--- src/rtl/semaforo_pkg.sv ---
// semaforo_pkg: state encoding and default timing for the traffic-light sequencer
package semaforo_pkg;
  typedef enum logic [2:0] {
    VERDE_A     = 3'd0,
    AMARELO_A   = 3'd1,
    VERMELHO_AB = 3'd2,
    VERDE_B     = 3'd3,
    AMARELO_B   = 3'd4,
    VERMELHO_BA = 3'd5
  } fase_e;
  localparam int unsigned T_VERDE_MIN_DEF = 8;
  localparam int unsigned T_AMARELO_DEF   = 3;
  localparam int unsigned T_VERMELHO_DEF  = 2;
endpackage

--- src/rtl/semaforo_timer.sv ---
// semaforo_timer: per-state dwell counter, cleared on state entry, optionally saturating
module semaforo_timer (
  input  logic       clk,
  input  logic       rst,
  input  logic       clear,
  input  logic       sat_en,
  input  logic [7:0] limit,
  output logic [7:0] cnt,
  output logic       done
);
  logic [7:0] cnt_q, cnt_d;
  assign done = cnt_q == limit;
  assign cnt  = cnt_q;
  always_comb cnt_d = clear ? 8'd0 : (sat_en && done) ? cnt_q : cnt_q + 8'd1;
  always_ff @(posedge clk or posedge rst)
    if (rst) cnt_q <= 8'd0;
    else     cnt_q <= cnt_d;
endmodule

--- src/rtl/semaforo_sequenciador.sv ---
// semaforo_sequenciador: two-street traffic-light FSM with minimum green, yellow and all-red clearance
module semaforo_sequenciador
  import semaforo_pkg::*;
#(
  parameter int unsigned T_VERDE_MIN = T_VERDE_MIN_DEF,
  parameter int unsigned T_AMARELO   = T_AMARELO_DEF,
  parameter int unsigned T_VERMELHO  = T_VERMELHO_DEF
) (
  input  logic       clk,
  input  logic       rst,
  input  logic       sa,
  input  logic       sb,
  output logic       verde_a,
  output logic       amarelo_a,
  output logic       vermelho_a,
  output logic       verde_b,
  output logic       amarelo_b,
  output logic       vermelho_b,
  output logic [2:0] fase
);
  localparam logic [7:0] LIM_V  = 8'(T_VERDE_MIN - 1);
  localparam logic [7:0] LIM_AM = 8'(T_AMARELO - 1);
  localparam logic [7:0] LIM_VM = 8'(T_VERMELHO - 1);
  fase_e      state_q, state_d;
  logic [7:0] limit, cnt;
  logic       done, verde, clear, min_ok;
  semaforo_timer u_timer (
    .clk    (clk),
    .rst    (rst),
    .clear  (clear),
    .sat_en (verde),
    .limit  (limit),
    .cnt    (cnt),
    .done   (done)
  );
  always_comb begin
    verde   = state_q == VERDE_A || state_q == VERDE_B;
    limit   = verde ? LIM_V : (state_q == AMARELO_A || state_q == AMARELO_B) ? LIM_AM : LIM_VM;
    min_ok  = cnt == LIM_V;
    state_d = VERMELHO_BA;
    case (state_q)
      VERDE_A:     state_d = (min_ok && sb && !sa) ? AMARELO_A : VERDE_A;
      AMARELO_A:   state_d = done ? VERMELHO_AB : AMARELO_A;
      VERMELHO_AB: state_d = done ? VERDE_B : VERMELHO_AB;
      VERDE_B:     state_d = (min_ok && sa && !sb) ? AMARELO_B : VERDE_B;
      AMARELO_B:   state_d = done ? VERMELHO_BA : AMARELO_B;
      VERMELHO_BA: state_d = done ? VERDE_A : VERMELHO_BA;
      default:     state_d = VERMELHO_BA;
    endcase
    clear = state_d != state_q;
  end
  always_ff @(posedge clk or posedge rst)
    if (rst) state_q <= VERMELHO_BA;
    else     state_q <= state_d;
  // Red is the complement of green/yellow, so illegal codes still light exactly one lamp per street
  assign verde_a    = state_q == VERDE_A;
  assign amarelo_a  = state_q == AMARELO_A;
  assign vermelho_a = !verde_a && !amarelo_a;
  assign verde_b    = state_q == VERDE_B;
  assign amarelo_b  = state_q == AMARELO_B;
  assign vermelho_b = !verde_b && !amarelo_b;
  assign fase       = state_q;
endmodule

--- config.mk ---
export PLATFORM = sky130hd
export DESIGN_NAME = semaforo_sequenciador
export DESIGN_NICKNAME = d
export VERILOG_FILES = /design/src/rtl/semaforo_pkg.sv /design/src/rtl/semaforo_timer.sv /design/src/rtl/semaforo_sequenciador.sv
export SDC_FILE = /design/constraint.sdc
export NUM_CORES = 1
export LEC_CHECK = 0
export CAP_MARGIN = 40
export CORE_MARGIN = 5
export CORE_UTILIZATION = 39
export CTS_BUF_LIST = sky130_fd_sc_hd__clkbuf_16
export DETAILED_ROUTE_END_ITERATION = 8
export PLACE_DENSITY_LB_ADDON = 0.05
export SLEW_MARGIN = 40
export SYNTH_ARGS = -nofsm -noshare
export SYNTH_HDL_FRONTEND = slang
export SYNTH_HIERARCHICAL = 1
export SYNTH_SLANG_ARGS = --single-unit
--- constraint.sdc ---
create_clock -name clk -period 3.9 [get_ports clk]
set_clock_uncertainty 0.2 [all_clocks]
set_input_delay 0.78 -clock clk [delete_from_list [all_inputs] [get_ports clk]]
set_output_delay 0.78 -clock clk [all_outputs]
set_load 0.02 [all_outputs]
== After elaboration in Yosys (flattened, before gate mapping) ==
Index checks and enable logic that the tools add are counted.

* $add $sub $neg: 1
* Eq/ne operators: 9
* Mux-type cells: 11
* Reductions and logical operators: 16

{| class="wikitable"
|+ Operators with widths
! kind !! count
|-
| $pmux 3 s6 || 1
|-
| $mux 8 || 2
|-
| $mux 3 || 3
|-
| $add 8x1->8 const B || 1
|-
| $eq 8x3->1 || 1
|-
| $eq 8x3->1 const B || 1
|-
| $logic_and 1x1->1 || 7
|-
| $eq 3x2->1 const B || 2
|-
| $eq 3x3->1 const B || 2
|-
| $logic_not 1->1 || 6
|-
| $mux 2 || 2
|-
| $eq 3x1->1 const B || 1
|-
| $logic_not 3->1 || 1
|-
| $mux 1 || 3
|-
| $ne 3x3->1 || 1
|-
| $logic_or 1x1->1 || 2
|-
| $ne 2x1->1 const B || 1
|}

* Register bits after elaboration: 11
* Bits of input ports: 4
* Output and inout bits: 9
* Word-level logic and storage cells: 39

== Longest topological paths before layout ==
* Depth after elaboration: 9
* Depth in mapped cells: 11
* Depth with buffers taken out: 9

== Cells and area by module ==
Netlist, hierarchy kept.

{| class="wikitable"
|+ By module, submodules not included
! module !! instances !! cells each !! area each (um^2) !! seq. area each (um^2)
|-
| semaforo_timer || 1 || 55 || 541.8 || 200.2
|-
| semaforo_sequenciador || 1 || 42 || 319.1 || 77.6
|}

== Least setup slack after synthesis ==
No wires, ideal clock.

* Path type: reg-to-reg
* Start: reg state_q[0], in the netlist fase[0]
* End: reg u_timer.cnt_q[3], in the netlist u_timer/cnt[3]
* Setup time: 128 ps
* Arrival: 2634 ps
* Data required time: 3572 ps
* Path slack: 939 ps
* Stages on the path, launching flop included: 12
* Path buffers: 2
* Period minus slack after synthesis: 2961 ps
* Path through: dfstp_2 -> buf_4 -> xor2_1 -> nor2_1 -> xor2_1 -> nor4_2 -> and2_1 -> o21ai_0 -> o211ai_1 -> clkbuf_1 -> nor2b_1 -> mux2_1

* Elaborated cells on any way between the ends: 20
* Classes of those cells: eq/ne (8); mux (8); reduce/logical (4)

{| class="wikitable"
|+ RTL lines
! element !! line !! text
|-
| from (decl) || semaforo_sequenciador.sv:24 || <nowiki>fase_e state_q, state_d;</nowiki>
|-
| from (signal assigned) || semaforo_sequenciador.sv:54 || <nowiki>else state_q <= state_d;</nowiki>
|-
| $eq 3x2->1 / $logic_not 3->1 (equally long branches) || semaforo_sequenciador.sv:37 || <nowiki>verde = state_q == VERDE_A || state_q == VERDE_B;</nowiki>
|-
| $logic_or 1x1->1 * || semaforo_sequenciador.sv:37 ||
|-
| $mux 3 * || semaforo_sequenciador.sv:38 || <nowiki>limit = verde ? LIM_V : (state_q == AMARELO_A || state_q == AMARELO_B) ? LIM_AM : LIM_VM;</nowiki>
|-
| via limit[2] || semaforo_sequenciador.sv:25 || <nowiki>logic [7:0] limit, cnt;</nowiki>
|-
| $eq 8x3->1 * || semaforo_timer.sv:12 || <nowiki>assign done = cnt_q == limit;</nowiki>
|-
| via done || semaforo_sequenciador.sv:26 || <nowiki>logic done, verde, clear, min_ok;</nowiki>
|-
| $mux 3 (tied with other cells) || semaforo_sequenciador.sv:47 || <nowiki>VERMELHO_BA: state_d = done ? VERDE_A : VERMELHO_BA;</nowiki>
|-
| $pmux 3 s6 * || semaforo_sequenciador.sv:41 || <nowiki>case (state_q)</nowiki>
|-
| $ne 3x3->1 * || semaforo_sequenciador.sv:50 || <nowiki>clear = state_d != state_q;</nowiki>
|-
| via clear || semaforo_sequenciador.sv:26 ||
|-
| $ne 2x1->1 (no source line) / $mux 8 (equally long branches) || -- ||
|-
| to (signal assigned) || semaforo_timer.sv:17 || <nowiki>else cnt_q <= cnt_d;</nowiki>
|-
| to (decl) || semaforo_timer.sv:11 || <nowiki>logic [7:0] cnt_q, cnt_d;</nowiki>
|}

Mark *: on every way through the listed nets, which the timed path passes. The rest lies on a longest branch.
A chain may end at the register's enable or synchronous reset.

== Worst setup path after layout ==
* Start: reg state_q[0], in the netlist fase[0]
* End: reg u_timer.cnt_q[5], in the netlist u_timer/cnt[5]

The elaborated chain is that of the path after synthesis.

==> results.sh <==
export IMPL_grt_max_degree=15
export IMPL_grtUsageTotal_pct=12.0
export IMPL_leakagePower_nw=0.456
export IMPL_antenna_found_initial=0
export IMPL_endpoint="u_timer/cnt[5]"
export IMPL_clk_latency_ns=0.24
export IMPL_intPower_w=0.000399
export IMPL_reg2reg_to="u_timer/cnt[5]"
export IMPL_max_stage_delay_ns=0.68
export IMPL_critPathKind="reg2reg"
export IMPL_seq_area_frac_synth_pct=32.3
export IMPL_slowest_stage="dfstp_2"
export IMPL_cts_root_buffer="clkbuf_16"
export IMPL_vdd_drop_max_uv=426
export IMPL_critPathArrivalTime_ns=3.12
export IMPL_p_seq_share_pct=37.2
export IMPL_post_cts_setup_buffers=0
export IMPL_cp_cell_sequence="xor2_1, nor2_1, xor2_1, nor4_2, and2_1, o21ai_0, o211ai_1, buf_2, nor2b_1, mux2_4"
export IMPL_n_fill_cell=218
export IMPL_die_area_um2=3250
export IMPL_antennaDiodeCount=0
export IMPL_final_nets=120
export IMPL_drt_iter0_drc=14
export IMPL_ctsHtreeMaxLevel=1
export IMPL_regArea_um2=278
export IMPL_cp_required_ns=3.83
export IMPL_placed_cell_area_um2=1010
export IMPL_synthArstFlopShare_pct=100
export IMPL_ff2ff_setup_slack_ns=0.71
export IMPL_mostFrequentLayoutCells="nor2_1, clkdlybuf4s50_1, xor2_1, dfrtp_1"
export IMPL_switching_power_w=0.000223
export IMPL_synthFlopType="dfrtp_1"
export IMPL_num_vias=727
export IMPL_numCtsBuffers=3
export IMPL_cts_path_max_buffers=2
export IMPL_netlist_instances=97
export IMPL_combPwrFrac_pct=32.3
export IMPL_critPathCaptureType="flop"
export IMPL_yosys_warnings=6
export IMPL_multiInputGateArea_um2=558
export IMPL_port_buffers=12
export IMPL_cts_sinks=11
export IMPL_finalCriticalPeriod_ns=3.19
export IMPL_r2r_cells=10
export IMPL_timing_rr_start="fase[0]"
export IMPL_stdcell_area_um2=1090
export IMPL_gp_congestion=0.834
export IMPL_grt_pass1_wl_um=2980
export IMPL_cap_violations=0
export IMPL_io_pins=13
export IMPL_drc=0
export IMPL_ant_nets=0
export IMPL_tns_ns=0
export IMPL_crit_path_start="fase[0]"
export IMPL_core_um2=2170
export IMPL_ys_types=38
export IMPL_layout_commonest_cell="nor2_1"
export IMPL_vias_per_cell=5.12
export IMPL_grt_pass1_vias=662
export IMPL_synth_edf_count=0
export IMPL_timing_hold_violations_final=0
export IMPL_rsz0062_at_grt="no"
export IMPL_fmax_mhz=313
export IMPL_dp_hpwl_um=1370
export IMPL_dr_pass1_iters=4
export IMPL_row_count=17
export IMPL_wl_per_cell_um=13.1
export IMPL_crit_top_cell="xor2_1"
export IMPL_grt_overflow=0
export IMPL_synth_seq_cells=11
export IMPL_drv_slew=0
export IMPL_setup_viol=0
export IMPL_clkTransAtPathRegs_ns=0.04
export IMPL_syn_area_per_cell_um2=8.87
export IMPL_die_y_um=57.0
export IMPL_start_kind="flop"
export IMPL_sw_frac_of_total_pct=35.8
export IMPL_outcome="finished, final reports clean"
export IMPL_worst_path_max_fanout=13
export IMPL_area_growth_pct=27.0
export IMPL_cts_resized_gates=0
export IMPL_share_clk_of_total_power_pct=30.5
export IMPL_layout_drive_gt1_share_pct=12.3
export IMPL_synth_area_um2=861
export IMPL_power_density_nw_per_um2=569
export IMPL_cts_tree="yes"
export IMPL_period_share_pct=81.8
export IMPL_hold_buffers=0
export IMPL_routed_wl_um=1860
export IMPL_die_w_um=57.0
export IMPL_hold_class="reg2reg"
export IMPL_start_util_pct=39.7
==> worst min-delay path by stage <==
stage             from  endpoint  cells after the start
4_1_cts        fase[2]   fase[2]                      2
6_report       fase[2]   fase[2]                      2
3_5_place_dp   fase[2]   fase[2]                      2
5_1_grt        fase[2]   fase[0]                      2
2_1_floorplan      rst   fase[1]                      1
3_3_place_gp   fase[2]   fase[2]                      2
==> registers in the layout, summed over array words and instances (netlist names) <==
signal       flops
u_timer/cnt      8
fase             3
==> per-layer routing <==
layer  vias up  GRT usage, %  share of wire, %
li1        359             -                 -
met1       344          14.8                48
met2        18          17.9                44
met3         6          3.62               5.5
met4         0          8.28               2.9
met5         -             0                 0
==> Yosys cell counts, types with 2 or more instances <==
library cell / count / share of area (%)
nor2_1: 13 / 5.7
xor2_1: 10 / 10
dfrtp_1: 9 / 26
nor2b_1: 6 / 4.4
inv_1: 5 / 2.2
nand2_1: 5 / 2.2
mux2i_1: 3 / 3.5
nand3_1: 3 / 1.7
nor4_2: 3 / 4.4
o21ai_0: 3 / 1.7
xnor2_1: 3 / 3.1
a21oi_1: 2 / 1.2
a31oi_1: 2 / 1.5
and2_1: 2 / 1.5
buf_2: 2 / 1.2
dfstp_2: 2 / 6.1
mux2_4: 2 / 3.5
nor3b_1: 2 / 1.7
==> power by group through the flow <==
| stage | Combinational, W | Sequential [W] | Clock, W |
|---|---|---|---|
| after floorplan | 0.000168 | 0.000211 | 0 |
| after global placement | 0.000199 | 0.000236 | 0 |
| after detailed placement | 0.000200 | 0.000235 | 0 |
| after CTS | 0.000203 | 0.000232 | 0.000191 |
| after global routing | 0.000223 | 0.000241 | 0.000199 |
| final | 0.000201 | 0.000231 | 0.000190 |
==> kinds of logic (layout without fill, tap and decap cells) <==
kind of cell | after synthesis | count (layout) | synth area share, %
AOI/OAI and AO/OA | 11 | 11 | 7.70
muxes | 7 | 7 | 9.59
other | 1 | 5 | 0.436
xor gates and xnor gates | 13 | 13 | 13.2
adders and majority gates | 1 | 1 | 1.45
DFF | 11 | 11 | 32.3
buffers and inverters | 9 | 22 | 4.65
and+or+nand+nor | 44 | 44 | 30.7
==> layout make-up <==
type                            instances  area share (%)
Multi-Input combinational cell         81            51.0
Sequential cell                        11            25.4
Timing Repair Buffer                   13            11.4
Clock buffer                            3            6.86
Tap cell                               28            3.20
Inverter                                5            1.72
Clock inverter                          1           0.343
==> critical path: cells and delay by family, from the launching register on <==
family          cells  cell delay, ns
simple gates        4            1.06
flops               1            0.68
compound gates      2            0.33
xor+xnor            2            0.27
buf+inv             1            0.27
mux                 1            0.26
==> per-stage QoR <==
step | util, % | total power, W | worst slack [ns] | hold WS (ns) | std cells
4_1_cts | 50.2 | 0.000626 | 0.704 | 0.398 | 141
6_report | 50.4 | 0.000622 | 0.710 | 0.397 | 142
2_1_floorplan | - | 0.000379 | 0.939 | 0.332 | 101
3_5_place_dp | 46.5 | 0.000435 | 0.711 | 0.390 | 137
3_3_place_gp | 46.5 | 0.000434 | 0.753 | 0.378 | 137
5_1_grt | 50.4 | 0.000663 | 0.450 | 0.473 | 142
Note: power is estimated with default switching activity, not from simulation.
